## src/rtl/dma_pkg.sv

```systemverilog
// Shared DMA types and helpers: FIFO sizing functions and the per-channel status bundle.
`ifndef DMA_FIFO_DEPTH
`define DMA_FIFO_DEPTH 16
`endif
`ifndef DMA_DATA_WIDTH
`define DMA_DATA_WIDTH 64
`endif

package dma_pkg;

  localparam int DMA_FIFO_DEPTH_DEF = `DMA_FIFO_DEPTH;
  localparam int DMA_DATA_WIDTH_DEF = `DMA_DATA_WIDTH;

  // Count outputs must hold the value DEPTH itself, hence depth+1.
  function automatic int fifo_cnt_w(input int depth);
    return $clog2(depth + 1);
  endfunction

  function automatic int fifo_ptr_w(input int depth);
    return (depth > 1) ? $clog2(depth) : 1;
  endfunction

  typedef struct packed {
    logic full;
    logic empty;
    logic afull;
    logic aempty;
    logic ovf;
    logic udf;
  } dma_fifo_status_t;

endpackage

```

## src/rtl/dma_fifo_ptr.sv

```systemverilog
// Wrap-around slot pointer for an arbitrary-depth FIFO; wraps by compare, not by bit width.
module dma_fifo_ptr
  import dma_pkg::*;
#(
  parameter int DEPTH = 16,
  localparam int PTR_W = fifo_ptr_w(DEPTH)
) (
  input  logic             clk,
  input  logic             rst_n,
  input  logic             clr_i,
  input  logic             inc_i,
  output logic [PTR_W-1:0] ptr_o
);

  generate
    if (DEPTH == 1) begin : g_const
      // A single slot is always slot 0.
      logic unused;
      assign unused = ^{clk, rst_n, clr_i, inc_i};
      assign ptr_o  = '0;
    end else begin : g_wrap
      logic [PTR_W-1:0] ptr_ff;

      always_ff @(posedge clk or negedge rst_n) begin
        if (!rst_n) begin
          ptr_ff <= '0;
        end else if (clr_i) begin
          ptr_ff <= '0;
        end else if (inc_i) begin
          ptr_ff <= (ptr_ff == PTR_W'(DEPTH - 1)) ? '0 : ptr_ff + PTR_W'(1);
        end
      end

      assign ptr_o = ptr_ff;
    end
  endgenerate

endmodule

```

## src/rtl/dma_fifo_flex.sv

```systemverilog
// Any-depth DMA staging FIFO with first-word fall-through output, thresholds,
// sticky overflow/underflow flags and a high-watermark occupancy monitor.
module dma_fifo_flex
  import dma_pkg::*;
#(
  parameter int DEPTH   = DMA_FIFO_DEPTH_DEF,
  parameter int WIDTH   = DMA_DATA_WIDTH_DEF,
  parameter bit FULL_RW = 1'b1,
  localparam int CNT_W  = fifo_cnt_w(DEPTH)
) (
  input  logic             clk,
  input  logic             rst_n,
  input  logic             clear_i,
  input  logic             err_clr_i,
  input  logic             write_i,
  input  logic             read_i,
  input  logic [WIDTH-1:0] data_i,
  output logic [WIDTH-1:0] data_o,
  input  logic [CNT_W-1:0] afull_thr_i,
  input  logic [CNT_W-1:0] aempty_thr_i,
  output logic             full_o,
  output logic             empty_o,
  output logic             afull_o,
  output logic             aempty_o,
  output logic [CNT_W-1:0] ocup_o,
  output logic [CNT_W-1:0] free_o,
  output logic [CNT_W-1:0] max_ocup_o,
  output logic             ovf_o,
  output logic             udf_o
);

  localparam int PTR_W = fifo_ptr_w(DEPTH);

  generate
    if (DEPTH < 1) begin : g_bad_depth
      $error("dma_fifo_flex: DEPTH must be >= 1");
    end
    if (WIDTH < 1) begin : g_bad_width
      $error("dma_fifo_flex: WIDTH must be >= 1");
    end
  endgenerate

  logic [PTR_W-1:0] wr_ptr;
  logic [PTR_W-1:0] rd_ptr;
  logic [CNT_W-1:0] ocup_ff;
  logic [CNT_W-1:0] ocup_nxt;
  logic [CNT_W-1:0] max_ff;
  logic             ovf_ff;
  logic             udf_ff;
  logic [WIDTH-1:0] mem [DEPTH];

  logic full;
  logic empty;
  logic rd_ok;
  logic wr_ok;
  logic wr_en;
  logic rd_en;

  generate
    if (DEPTH == 1) begin : g_flags_one
      assign full  = ocup_ff[0];
      assign empty = ~ocup_ff[0];
    end else begin : g_flags_multi
      assign full  = (ocup_ff == CNT_W'(DEPTH));
      assign empty = (ocup_ff == '0);
    end
  endgenerate

  // Handshake: write_i/read_i are single-cycle strobes with no ready; a strobe
  // is taken iff its *_ok term is high in that cycle, otherwise it sets the
  // matching sticky error. Acceptance looks only at registered occupancy.
  assign rd_ok = read_i & ~empty;
  assign wr_ok = write_i & (~full | (FULL_RW & rd_ok));

  // clear_i wins over traffic: no storage write, no pointer movement.
  assign wr_en = wr_ok & ~clear_i;
  assign rd_en = rd_ok & ~clear_i;

  always_comb begin
    ocup_nxt = ocup_ff;
    if (wr_ok && !rd_ok) begin
      ocup_nxt = ocup_ff + CNT_W'(1);
    end else if (rd_ok && !wr_ok) begin
      ocup_nxt = ocup_ff - CNT_W'(1);
    end
  end

  dma_fifo_ptr #(.DEPTH(DEPTH)) u_wr_ptr (
    .clk   (clk),
    .rst_n (rst_n),
    .clr_i (clear_i),
    .inc_i (wr_en),
    .ptr_o (wr_ptr)
  );

  dma_fifo_ptr #(.DEPTH(DEPTH)) u_rd_ptr (
    .clk   (clk),
    .rst_n (rst_n),
    .clr_i (clear_i),
    .inc_i (rd_en),
    .ptr_o (rd_ptr)
  );

  always_ff @(posedge clk or negedge rst_n) begin
    if (!rst_n) begin
      ocup_ff <= '0;
      max_ff  <= '0;
      ovf_ff  <= 1'b0;
      udf_ff  <= 1'b0;
    end else if (clear_i) begin
      ocup_ff <= '0;
      max_ff  <= '0;
      ovf_ff  <= 1'b0;
      udf_ff  <= 1'b0;
    end else begin
      ocup_ff <= ocup_nxt;
      if (ocup_nxt > max_ff) begin
        max_ff <= ocup_nxt;
      end
      // A new error in the same cycle as err_clr_i must not be lost.
      if (write_i && !wr_ok) begin
        ovf_ff <= 1'b1;
      end else if (err_clr_i) begin
        ovf_ff <= 1'b0;
      end
      if (read_i && !rd_ok) begin
        udf_ff <= 1'b1;
      end else if (err_clr_i) begin
        udf_ff <= 1'b0;
      end
    end
  end

  // Storage is deliberately not reset; empty_o masks stale contents.
  always_ff @(posedge clk) begin
    if (wr_en) begin
      mem[wr_ptr] <= data_i;
    end
  end

  assign data_o     = empty ? '0 : mem[rd_ptr];
  assign full_o     = full;
  assign empty_o    = empty;
  assign afull_o    = (ocup_ff >= afull_thr_i);
  assign aempty_o   = (ocup_ff <= aempty_thr_i);
  assign ocup_o     = ocup_ff;
  assign free_o     = CNT_W'(DEPTH) - ocup_ff;
  assign max_ocup_o = max_ff;
  assign ovf_o      = ovf_ff;
  assign udf_o      = udf_ff;

endmodule

```

## config.mk

```make
export PLATFORM = sky130hd
export DESIGN_NAME = dma_fifo_flex
export DESIGN_NICKNAME = d
export VERILOG_FILES = /design/src/rtl/dma_pkg.sv /design/src/rtl/dma_fifo_ptr.sv /design/src/rtl/dma_fifo_flex.sv
export SDC_FILE = /design/constraint.sdc
export NUM_CORES = 1
export LEC_CHECK = 0
export ABC_CLOCK_PERIOD_IN_PS = 7870
export BUFFER_PORTS_ARGS = -buffer_cell sky130_fd_sc_hd__buf_4
export CAP_MARGIN = 40
export CELL_PAD_IN_SITES_DETAIL_PLACEMENT = 2
export CELL_PAD_IN_SITES_GLOBAL_PLACEMENT = 2
export CORE_MARGIN = 4
export CORE_UTILIZATION = 40
export DETAILED_ROUTE_END_ITERATION = 16
export HOLD_SLACK_MARGIN = 0.1
export PLACE_DENSITY_LB_ADDON = 0.05
export SETUP_SLACK_MARGIN = 0.05
export SYNTH_ARGS = -nofsm -noshare
export SYNTH_HDL_FRONTEND = slang
export SYNTH_SLANG_ARGS = --single-unit
```

## constraint.sdc

```tcl
create_clock -name clk -period 7.87 [get_ports clk]
set_clock_uncertainty 0.2 [all_clocks]
set_input_delay 1.1805 -clock clk [delete_from_list [all_inputs] [get_ports clk]]
set_output_delay 1.1805 -clock clk [all_outputs]
set_load 0.01 [all_outputs]
```

# Word level (Yosys, flattened, before mapping)
# Memories as Yosys holds them, arrays and structs flattened.
# Cells that the tools add are included.
[op_classes] reduce_logical=12 n_addsub=5 n_bitwise=8 order_cmp=3 n_mux=19 n_eq_ne=3
[ops] op="$mux W64" n=1
[ops] op="$mux W5" n=5
[ops] op="$mux W4" n=6
[ops] op="$add A4 B1 Y4 const B" n=2
[ops] op="$eq A4 B4 Y1 const B" n=2
[ops] op="$mux W1" n=7
[ops] op="$reduce_bool A2 Y1" n=3
[ops] op="$reduce_bool A3 Y1" n=2
[ops] op="$add A5 B1 Y5 const B" n=1
[ops] op="$eq A5 B5 Y1 const B" n=1
[ops] op="$ge A5 B5 Y1" n=1
[ops] op="$gt A5 B5 Y1" n=1
[ops] op="$le A5 B5 Y1" n=1
[ops] op="$logic_not A5 Y1" n=1
[ops] op="$sub A5 B1 Y5 const B" n=1
[ops] op="$sub A5 B5 Y5 const A" n=1
[ops] op="$and A1 B1 Y1" n=4
[ops] op="$logic_and A1 B1 Y1" n=4
[ops] op="$not A1 Y1" n=3
[ops] op="$logic_not A1 Y1" n=2
[ops] op="$or A1 B1 Y1" n=1
[totals] out_inout_bits=85 ramBits=1024 n_memories=1 reg_bits=20 in_bits=80
[memory_table] name="mem" depth=16 word_bits=64 rd=1 rd_ports_with_merged_regs=0 write_ports=1 line="dma_fifo_flex.sv:50" text="logic [WIDTH-1:0] mem [DEPTH];"

# Logic depth before layout (Yosys ltp)
# Gate-level depths: netlist of run 1.
[depth] depth_word=12 depth_mapped=16

# Cells and area by module
# From an unflattened synthesis of run 1, not the netlist that was laid out.
[hier_totals] hier_cells=2045 area_unflattened_um2=40795.4
[modules_own_cells] mod="dma_fifo_flex" instances=1 cells_each=2007 area_per_inst_um2=40412.5
[modules_own_cells] mod="dma_fifo_ptr" instances=2 cells_each=19 area_per_inst_um2=191.4

# Least setup slack after synthesis of run 1
# Ideal clock, no wire load.
[synth_path] path_kind="register -> register" from="register ocup_ff[0], in the netlist ocup_o[0]" to="memory mem[3][0] (netlist bit) (enable)" setup_time_ns=0.565 arrival_time_ns=6.452 period_less_slack_ns=7.217 setup_slack_ns=0.653 stages_incl_launch_ff=11 t_required_ns=7.105 path_cell_list="dfrtp_1 -> inv_1 -> ha_1 -> nor3b_1 -> ha_1 -> nand2b_1 -> buf_2 -> a21boi_2 -> and2b_1 -> nand2_1 -> nor3_1"
[synth_via] elab_chain_cells=8 word_cells_on_any_way=10
[synth_lines] element="from (decl)" line="dma_fifo_flex.sv:45" text="logic [CNT_W-1:0] ocup_ff;"
[synth_lines] element="from (signal assigned)" line="dma_fifo_flex.sv:116" text="ocup_ff <= ocup_nxt;"
[synth_lines] element="$logic_not A5 Y1" line="dma_fifo_flex.sv:65" text="assign empty = (ocup_ff == '0);"
[synth_lines] element="named net empty_o" line="dma_fifo_flex.sv:22" text="output logic empty_o,"
[synth_lines] element="$not A1 Y1" line="dma_fifo_flex.sv:72" text="assign rd_ok = read_i & ~empty;"
[synth_lines] element="$and A1 B1 Y1" line="dma_fifo_flex.sv:72"
[synth_lines] element="$or A1 B1 Y1" line="dma_fifo_flex.sv:73" text="assign wr_ok = write_i & (~full | (FULL_RW & rd_ok));"
[synth_lines] element="$and A1 B1 Y1" line="dma_fifo_flex.sv:73"
[synth_lines] element="$and A1 B1 Y1" line="dma_fifo_flex.sv:76" text="assign wr_en = wr_ok & ~clear_i;"
[synth_lines] element="$mux W1" line="dma_fifo_flex.sv:136" text="if (wr_en) begin"
[synth_lines] element="$mux W1 (implied by the code)" line="dma_fifo_flex.sv:137" text="mem[wr_ptr] <= data_i;"
[synth_lines] element="to (decl)" line="dma_fifo_flex.sv:50"
# The timed path passes the listed nets, and every way through them passes these cells.

# Worst setup path after layout of run 1
[layout_path] from="register ocup_ff[0], in the netlist ocup_o[0]" to="output port data_o[0]"
[layout_via] elab_chain_cells=2
[layout_lines] element="$logic_not A5 Y1" line="dma_fifo_flex.sv:65"
[layout_lines] element="$mux W64" line="dma_fifo_flex.sv:141" text="assign data_o = empty ? '0 : mem[rd_ptr];"
[layout_lines] element="to (decl)" line="dma_fifo_flex.sv:18" text="output logic [WIDTH-1:0] data_o,"
# No other way between the ends.

==> results of run 1 <==
logic make-up after synthesis:
group                      count (synthesis)  synth area share [%]
DFF                                     1044                  77.4
muxes                                    385                  17.5
and+or+nand+nor                           80                 0.940
xor gates and xnor gates                   8                 0.174
buffers and inverters                    116                  1.62
AOI/OAI and AO/OA                         98                  1.56
adders and majority gates                 25                 0.775
Yosys cell counts, types with 4 or more instances:
| cell type | instances |
|---|---|
| a21oi_1 | 11 |
| buf_2 | 41 |
| buf_6 | 22 |
| clkbuf_1 | 28 |
| dfrtp_1 | 20 |
| edfxtp_1 | 1024 |
| ha_1 | 25 |
| inv_1 | 22 |
| mux2i_1 | 129 |
| mux4_2 | 256 |
| nand2_1 | 16 |
| nand2b_1 | 10 |
| nand3_1 | 4 |
| nor2_1 | 31 |
| nor2b_1 | 6 |
| nor3_1 | 6 |
| o22ai_1 | 67 |
| xnor2_1 | 6 |
stage by stage:
step           area, um^2  utilization (%)  setup WS (ns)  std cells  power [mW]
4_1_cts             47000             46.9           2.78       3375        14.7
3_5_place_dp        43500             43.5           3.39       3174        9.66
5_1_grt             47000             46.9           2.58       3375        15.2
2_1_floorplan       40400                -          0.653       1756        8.40
3_3_place_gp        43100             43.1           3.11       3158        9.57
6_report            47000             46.9           2.85       3377        14.5
layout make-up:
| type | instances | area (um^2) |
|---|---|---|
| clock inverters | 63 | 538 |
| fillers | 8812 | 53200 |
| flip-flops and latches | 1044 | 31300 |
| multi-input cells | 596 | 8570 |
| diodes | 2 | 5.00 |
| inverters | 22 | 82.6 |
| repair buffers | 214 | 1990 |
| clock buffers | 138 | 2920 |
| well taps | 1298 | 1620 |
sequential cells by signal (all words and copies together) (netlist names):
register        flops
ovf_o               1
ocup_o              5
u_rd_ptr.ptr_o      4
u_wr_ptr.ptr_o      4
mem              1024
max_ocup_o          5
udf_o               1
power by group through the flow:
stage	Sequential [mW]	Combinational, mW	Clock (mW)
2_1_floorplan	6.35	2.05	0
6_report	6.24	3.20	5.02
3_5_place_dp	6.36	3.30	0
4_1_cts	6.24	3.31	5.18
3_3_place_gp	6.40	3.17	0
5_1_grt	6.25	3.49	5.43
worst register-to-register path: stages, from the launching register on:
cell	delay, ns
dfrtp_1	0.50
inv_1	0.12
ha_1	0.24
nor3b_1	0.17
ha_1	0.30
nand2b_1	0.32
a21boi_2	0.41
and2b_1	0.25
nand2_1	0.24
nor2_4	0.37
buf_16	0.23
buf_4	0.66
metal layers:
metal	vias to the layer above	wire length, um
met4	0	1880
met3	125	3330
li1	7924	-
met5	-	0
met1	10400	44400
met2	328	51800
how the worst min path moves through the flow:
stage	from	endpoint	slack [ns]	cells past startpoint
floorplan	ovf_o	ovf_o	0.34	2
global placement	max_ocup_o[2]	max_ocup_o[2]	0.35	2
detailed placement	max_ocup_o[2]	max_ocup_o[2]	0.36	2
CTS	rst_n	udf_o	0.14	1
global route	rst_n	udf_o	0.16	1
finish	rst_n	udf_o	0.18	1
==> metrics.md, run 1 <==
| Metric | Value |
|---|---|
| Main synth FF type | edfxtp_1 |
| CP most frequent cell | ha_1 |
| Net Sw Power | ~3.9 mW |
| DRT Wirelength | 101 mm |
| Worst EP required | about 6.5 ns |
| Slew of the pin with the lowest slew margin | approximately 0.83 ns |
| Sequential-to-total area share from yosys stat | between 70% and 80% |
| Drt via density | 5.56 |
| Final min period | about 5.0 ns |
| Hold Vio Cnt, Final | 0 |
| Reg-to-Reg End | mem[11][48] |
| Synth cell types | 38 |
| M1 GR Usage | 26.6% |
| Logic pwr share | 22.1% |
| Clk pwr share | between 30% and 40% |
| Most Used Layer, Global Route | met2 |
| # H-tree levels | 3 |
| Min-delay worst type | in2async |
| Dpl hpwl | between 50 and 60 mm |
| Pin count of the biggest net entering global routing | 101 |
| RSZ-0062 raised after global routing | false |
| Critical path depth | 7 |
| Worst path top cell family by delay | simple AND/OR/NAND/NOR gates |
| GRT met2 Usage | around a third |
| Worst EP arrival | 3.64 ns |
| Run status | finished, final reports clean |
| Internal power | around 11 mW |
| Setup repair bufs after CTS | 0 |
| Startpoint Class | flop |
| Net Count, Synth | 1861 |
| Crit path capture type | output pin |
| EDFF count, synth | 1024 |
| VDD IR-drop max | between 0.2 and 0.25 mV |
| Via count | between 15000 and 20000 |
| Fin nets | 2095 |
| CP max stage cell | nand2b_4 |
| Leakage power | approximately 15 nW |
| GRT Overall Usage | just under 20% |
| Grt ovf | 0 |
| PD cells | between 300 and 400 nW/um^2 |
| Synth top area share | about three quarters |
| Worst slew margin | around 44% |
| Port Buffer Count | approximately 160 |
| Cell Rows | about 120 |
| Flip-flop and latch count after synthesis | ~1000 |
| Longest Clk Path Bufs | 3 |
| Average cell area after synthesis | 23.0 um^2 |
| F_max | 0.199 GHz |
| Global Route met3 Usage | 2.88% |
| Root Buffer | clkbuf_16 |
| Placer Congestion | 0.690 |
| Remaining DRCs | 0 |
| End point of the critical path | data_o[0] |
| WP buf/inv | 2 |
| Number of buffers created by CTS | approximately 110 |
| Setup slack, reg-to-reg | 3.42 ns |
| Post-Synthesis Cells | ~1800 |
| Commonest non-fill, non-tap cell in the layout | edfxtp_1 |
| Initial DRT Pass Iterations | 5 |
| Kind of critical path | reg2out |
| Clock Sink Count | approximately 1000 |
| CP Cell Sequence | inv_1 > ha_1 > nor3b_1 > ha_1 > nand2b_4 > o22ai_1 > buf_4 |
| TNS Setup | 0 ns |
| CP max stage delay | slightly below 0.7 ns |
| Flop pwr share | 43.2% |
| DRT antenna net count | 0 |
| Top post-synthesis cells by area | edfxtp_1 76%, mux4_2 14%, mux2i_1 3.2%, dfrtp_1 1.2%, o22ai_1 1.0% |
| DR WL/cell | roughly 30 um |
| Post-CTS Hold Fix Bufs | 0 |
| Crit path launch | ocup_o[0] |
| CTS clk-pin slew, worst paths | approximately 0.060 ns |
| Vias in the first global route | between 20000 and 25000 |
| Total of max-cap violations | 0 |
| Initial Util | slightly above 40% |
| Post-cts resize count | 0 |
| Net Sw Frac | approximately 27% |
| P&R area growth vs syn | 16.5% |
| Skew-Pair Late Insertion Delay | 0.69 ns |
| Starting DRT DRC Count | 1323 |
| Share of post-route cells with drive strength above 1 | a little under a third |
| Commonest cells after routing, fill and taps aside | 1024 x edfxtp_1, 256 x mux4_2, 189 x buf_4 |
| Post-synthesis cell area | between 40000 and 50000 um^2 |
| CP Max Fanout | 38 |
| Worst R2R Path Depth | 11 |
| Core area | roughly 100000 um^2 |
| Worst reg2reg path startpoint | ocup_o[1] |
| Finish-stage setup viols | 0 |
| Final period util | a little under two thirds |
| # IOs | around 170 |
| Post-synth top area cell | edfxtp_1 |
| WHS | between 0.15 and 0.2 ns |
| First-pass GRT wire length | approximately 150 mm |
| Synthesis warning total | 0 |
| Post-synth ARST share | roughly 1.9% |
| Die height | between 300 and 400 um |
| Die area | between 100000 and 150000 um^2 |
| Final Max Tran Viols | 0 |
| Initial antenna violation count | 2 |
| CTS tree | yes |
| Die span in x | roughly 330 um |
(Power assumes the default switching activity.)
==> run 2: changes to the inputs <==
Settings changed: ABC_AREA from default to 1, ABC_CLOCK_PERIOD_IN_PS 7870 to 5200.
Clock period 7.87 ns to 5.2 ns, I/O delays scaled along.
==> metrics.md, run 2 <==
| Metric | Value |
|---|---|
| Run status | finished, final reports clean |
| Min-delay worst type | in2reg |
| Post-synthesis cell area | about 43000 um^2 |
| Core area | around 110000 um^2 |
| Leakage power | 17.4 nW |
| CP max stage cell | buf_4 |
| Initial antenna violation count | 3 |
| Finish-stage setup viols | 0 |
| Total of max-cap violations | 0 |
| Setup repair bufs after CTS | 0 |
| Die span in x | around 340 um |
| Clock Sink Count | between 1000 and 1500 |
| Initial Util | between 40% and 50% |
| Post-CTS Hold Fix Bufs | 1 |
| Synth cell types | 31 |
| Port Buffer Count | around 160 |
| Grt ovf | 0 |
| Placer Congestion | ~0.75 |
| Pin count of the biggest net entering global routing | 158 |
| Setup slack, reg-to-reg | about 1.3 ns |
| Worst EP required | about 4.2 ns |
| Starting DRT DRC Count | about 2100 |
| Flop pwr share | between 40 and 50% |
| Kind of critical path | reg2out |
| Final min period | between 4 and 5 ns |
| Drt via density | about 5.5 |
| Post-cts resize count | 0 |
| DRT Wirelength | around 130 mm |
| Crit path launch | ocup_o[0] |
| Startpoint Class | flop |
| VDD IR-drop max | between 0.3 and 0.4 mV |
| Die area | 113000 um^2 |
| Remaining DRCs | 0 |
| Sequential-to-total area share from yosys stat | 72.5% |
| Final worst slack | 0.455 ns |
| Max reg flops | slightly above 1000 |
| Skew-Pair Late Insertion Delay | 0.68 ns |
| Worst slew margin | 38.9% |
| DR WL/cell | around 26 um |
| Commonest non-fill, non-tap cell in the layout | edfxtp_1 |
| Logic pwr share | 27.7% |
| Fin nets | between 3000 and 4000 |
| Synth cell count leaders | 1024 x edfxtp_1, 855 x nor2_1, 354 x o21ai_0, 338 x nand3_1, 306 x nand2_1 |
| Net Sw Power | between 8 and 9 mW |
| Internal power | between 15 and 20 mW |
| CTS tree | yes |
| Synthesis warning total | 0 |
| Flip-flop and latch count after synthesis | approximately 1000 |
| Net Sw Frac | 33.6% |
| Main synth FF type | edfxtp_1 |
| DRT antenna net count | 0 |
| Most numerous cell in the Yosys netlist | edfxtp_1 |
| Initial DRT Pass Iterations | 4 |
| P&R area growth vs syn | 14.6% |
| Worst R2R Path Depth | 13 |
| Post-synth ARST share | under 10% |
| Post-Synthesis Cells | ~3600 |
| Total Power Consumption | between 20 and 25 mW |
| Vias in the first global route | ~32000 |
| Die height | 336 um |
| Reg with most FFs | mem |
| Share of post-route cells with drive strength above 1 | between 10 and 15% |
| TNS Setup | 0 ns |
| EDFF count, synth | around 1000 |
| CP Max Fanout | 39 |
| CP max stage delay | approximately 0.75 ns |
| Worst reg2reg path startpoint | ocup_o[0] |
| RSZ-0062 raised after global routing | false |
| Pre-CTS setup slack | roughly 1.1 ns |
| Commonest cells after routing, fill and taps aside | 1024 x edfxtp_1, 842 x nor2_1, 354 x o21ai_0 |
| Final Cell Area | around 49000 um^2 |
| First-pass GRT wire length | 203 mm |
| WHS | ~0.16 ns |
| Crit path capture type | output pin |
| Cell Rows | between 100 and 150 |
| PD cells | 483 nW/um^2 |
| Net Count, Synth | 3715 |
| Slew of the pin with the lowest slew margin | around 0.92 ns |
| GRT Overall Usage | 23.8% |
| Via count | 28800 |
| Placed Area | 45900 um^2 |
| Final Max Tran Viols | 0 |
| F_max | ~0.21 GHz |
| CTS clk-pin slew, worst paths | around 0.060 ns |
| CP Cell Sequence | inv_1 > ha_1 > nand2_1 > nor2_1 > ha_4 > buf_4 > buf_4 > a21oi_1 > buf_4 |
| Top post-synthesis cells by area | edfxtp_1 71%, nor2_1 7.4%, o21ai_0 4.1%, nand3_1 3.9%, nand2_1 2.7% |
| CP most frequent cell | buf_4 |
| Synth top area share | between 70% and 80% |
| Number of buffers created by CTS | about 120 |
| # H-tree levels | 3 |
| N_diodes | 0 |
| End point of the critical path | data_o[13] |
| Dpl hpwl | ~72 mm |
| Hold Vio Cnt, Final | 0 |
| Reg-to-Reg End | mem[2][54] |
| Clk pwr share | between 30 and 40% |
| Final period util | about nine tenths |
| Average cell area after synthesis | 11.9 um^2 |
| Longest Clk Path Bufs | 3 |
| Worst EP arrival | 3.76 ns |
| Root Buffer | clkbuf_16 |
| # IOs | about 170 |
| Post-synth top area cell | edfxtp_1 |
[run 2: metal layers]
metal | global-route usage, % | part of all wire, %
met1 | 31.0 | 44
met2 | 42.6 | 51
met3 | 3.08 | 3.1
met4 | 5.32 | 2.1
met5 | 0 | 0.020
[run 2: final cells by class]
cell class | count | area, um^2
clock buffer | 152 | 3080
clock inverter | 61 | 394
fill | 10600 | 57700
inverter | 215 | 830
multi-input combinational | 2128 | 9920
sequential | 1044 | 31300
tap | 1403 | 1760
timing repair buffer | 228 | 2130
[run 2: logic make-up (layout without fill, tap and decap cells)]
kind of cell / after synthesis / after routing / share of synthesized area (%)
AOI/OAI and AO/OA: 587 / 587 / 7.70
xor gates and xnor gates: 5 / 5 / 0.102
adders and majority gates: 25 / 25 / 0.726
buffers and inverters: 438 / 656 / 4.77
DFF: 1044 / 1044 / 72.5
and+or+nand+nor: 1511 / 1511 / 14.2
[run 2: worst max-delay path: cells and delay by family, from the launching register on]
family	cells	cell delay [ns]
adder cells (fa/ha/maj)	2	0.41
AND/OR/NAND/NOR	2	0.28
AO/OA/AOI/OAI	1	0.26
buffers and inverters	4	1.61
flip-flops	1	0.46
[run 2: how the worst min path moves through the flow]
stage	slack [ns]	to	startpoint	cells after the start
6_report	0.16	udf_o	err_clr_i	4
5_1_grt	0.14	udf_o	err_clr_i	4
4_1_cts	0.11	udf_o	err_clr_i	4
3_5_place_dp	0.32	max_ocup_o[1]	max_ocup_o[1]	2
3_3_place_gp	0.31	max_ocup_o[1]	max_ocup_o[1]	2
2_1_floorplan	0.28	max_ocup_o[0]	rst_n	0
[run 2: stage by stage]
step,instances,utilization [%]
after floorplan,3610,-
after global placement,5012,42.8
after detailed placement,5017,42.9
after CTS,5231,46.1
after global routing,5231,46.1
final,5231,46.1
[run 2: power by group through the flow]
stage / Combinational (mW) / Clock (mW) / Sequential [mW]
after floorplan: 4.18 / 0 / 9.66
after global placement: 6.36 / 0 / 9.72
after detailed placement: 6.68 / 0 / 9.74
after CTS: 6.75 / 7.84 / 9.56
after global routing: 7.40 / 8.20 / 9.57
final: 6.61 / 7.68 / 9.56
==> run 3: changes to the inputs <==
Settings changed: CORE_MARGIN 4 to default.
==> metrics.md, run 3 (synthesis results as in run 2) <==
| Metric | Value |
|---|---|
| Hold Vio Cnt, Final | 0 |
| Worst R2R Path Depth | 23 |
| Flop pwr share | between 30% and 40% |
| Final Max Tran Viols | 0 |
| DRT antenna net count | 0 |
| # IOs | around 170 |
| Run status | finished, final reports clean |
| Clock Sink Count | between 1000 and 1500 |
| Net Sw Power | 8.19 mW |
| Leakage power | 17.5 nW |
| Reg with most FFs | mem |
| Worst slew margin | about 20% |
| CP Max Fanout | around 200 |
| Longest Clk Path Bufs | 3 |
| Min-delay src | clear_i |
| Starting DRT DRC Count | about 1900 |
| Remaining DRCs | 0 |
| Slew of the pin with the lowest slew margin | 1.21 ns |
| Fin nets | ~3800 |
| Die span in x | about 330 um |
| Startpoint Class | flop |
| WHS Path Cells | 2 |
| Die height | 330 um |
| Layout Utilization | ~46% |
| Finish-stage setup viols | 0 |
| Post-CTS Hold Fix Bufs | 2 |
| RSZ-0062 raised after global routing | false |
| Worst EP arrival | approximately 3.7 ns |
| Clk pwr share | between 30% and 40% |
| Port Buffer Count | 164 |
| Final period util | between 90% and 100% |
| Worst reg2reg path startpoint | ocup_o[0] |
| Final min period | around 4.7 ns |
| Initial DRT Pass Iterations | 5 |
| Initial antenna violation count | 5 |
| Setup repair bufs after CTS | 0 |
| GRT Overall Usage | 24.9% |
| Core area | about 110000 um^2 |
| PD cells | around 490 nW/um^2 |
| Initial Util | roughly two fifths |
| P&R area growth vs syn | 14.9% |
| Internal power | 16.3 mW |
| Commonest cells after routing, fill and taps aside | 1024 x edfxtp_1, 842 x nor2_1, 354 x o21ai_0 |
| Root Buffer | clkbuf_16 |
| VDD IR-drop max | ~0.44 mV |
| Grt ovf | 0 |
| Kind of critical path | reg2out |
| Logic pwr share | 27.4% |
| Post-cts resize count | 0 |
| Crit path capture type | output pin |
| F_max | around 0.21 GHz |
| DR WL/cell | 25.8 um |
| Skew-Pair Late Insertion Delay | approximately 0.70 ns |
| TNS Setup | 0 ns |
| Pin count of the biggest net entering global routing | 200 |
| # H-tree levels | 3 |
| Max reg flops | about 1000 |
| Die area | 109000 um^2 |
| Net Sw Frac | 33.5% |
| Vias in the first global route | about 32000 |
| Min-Delay Endpoint | udf_o |
| Cell Rows | 120 |
| CTS tree | yes |
| Via count | 28700 |
| Drt via density | 5.48 |
| Commonest non-fill, non-tap cell in the layout | edfxtp_1 |
| Worst EP required | 4.22 ns |
| Min-delay worst type | in2reg |
| CTS clk-pin slew, worst paths | ~0.06 ns |
| Total of max-cap violations | 0 |
| Setup slack, reg-to-reg | 1.25 ns |
| First-pass GRT wire length | slightly above 200 mm |
| Share of post-route cells with drive strength above 1 | between 10% and 20% |
| DRT Wirelength | 135 mm |
| Dpl hpwl | around 73 mm |
| Number of buffers created by CTS | ~120 |
| WHS | approximately 0.17 ns |
| Placer Congestion | approximately 0.78 |
| Reg-to-Reg End | max_ocup_o[0] |
## run 3: cell count changes in the layout (fill, tap and decap cells not counted), sizes merged
cell,previous run,this run
clkinv,54,53
clkbuf,152,142
diode,0,2
bufinv,4,13
inv,216,221
dlygate4sd3,1,2
## run 3: stage by stage
step	cell area (um^2)	std cells	power [mW]	worst slack, ns
CTS	49500	5235	24.8	0.440
detailed placement	45800	5017	16.5	1.23
floorplan	43100	3610	13.8	-1.56
global placement	45700	5015	16.2	1.30
global route	49500	5237	25.6	0.357
finish	49500	5237	24.5	0.490
## run 3: metal layers
metal	track usage, %	wire, um	vias to the layer above
met1	32.1	58600	15100
met5	0	22	-
met3	3.06	3950	199
li1	-	-	12900
met2	44.0	69200	468
met4	6.77	3340	4
## run 3: cell type report
class / instances / area, um^2
fillers: 10600 / 57400
flip-flops and latches: 1044 / 31300
multi-input cells: 2128 / 9920
clock buffers: 142 / 3000
repair buffers: 229 / 2030
well taps: 1403 / 1760
inverters: 215 / 830
clock inverters: 74 / 734
diodes: 2 / 5.00
## run 3: worst max-delay path, stage by stage, from the launching register on
cell	delay (ns)
dfrtp_4	0.83
buf_12	0.54
nor2_1	0.15
nor2_1	0.18
o21ai_0	0.12
nand3_1	0.12
nand3_1	0.09
a21oi_1	0.37
buf_4	0.20
## run 3: worst max-delay path by stage
stage / endpoint / slack, ns / cells after the start / startpoint
after floorplan: mem[11][0] / -1.56 / 10 / ocup_o[0]
after global placement: data_o[13] / 1.30 / 8 / u_rd_ptr.ptr_o[0]
after detailed placement: data_o[13] / 1.23 / 8 / u_rd_ptr.ptr_o[0]
after CTS: data_o[13] / 0.44 / 8 / u_rd_ptr.ptr_o[0]
after global routing: data_o[37] / 0.36 / 8 / u_rd_ptr.ptr_o[0]
final: data_o[37] / 0.49 / 8 / u_rd_ptr.ptr_o[0]
## run 3: power groups by stage
| stage | Clock (mW) | Combinational, mW | Sequential [mW] |
|---|---|---|---|
| detailed placement | 0 | 6.78 | 9.76 |
| CTS | 8.36 | 6.86 | 9.59 |
| global route | 8.66 | 7.39 | 9.60 |
| finish | 8.18 | 6.70 | 9.58 |
| floorplan | 0 | 4.18 | 9.66 |
| global placement | 0 | 6.45 | 9.74 |
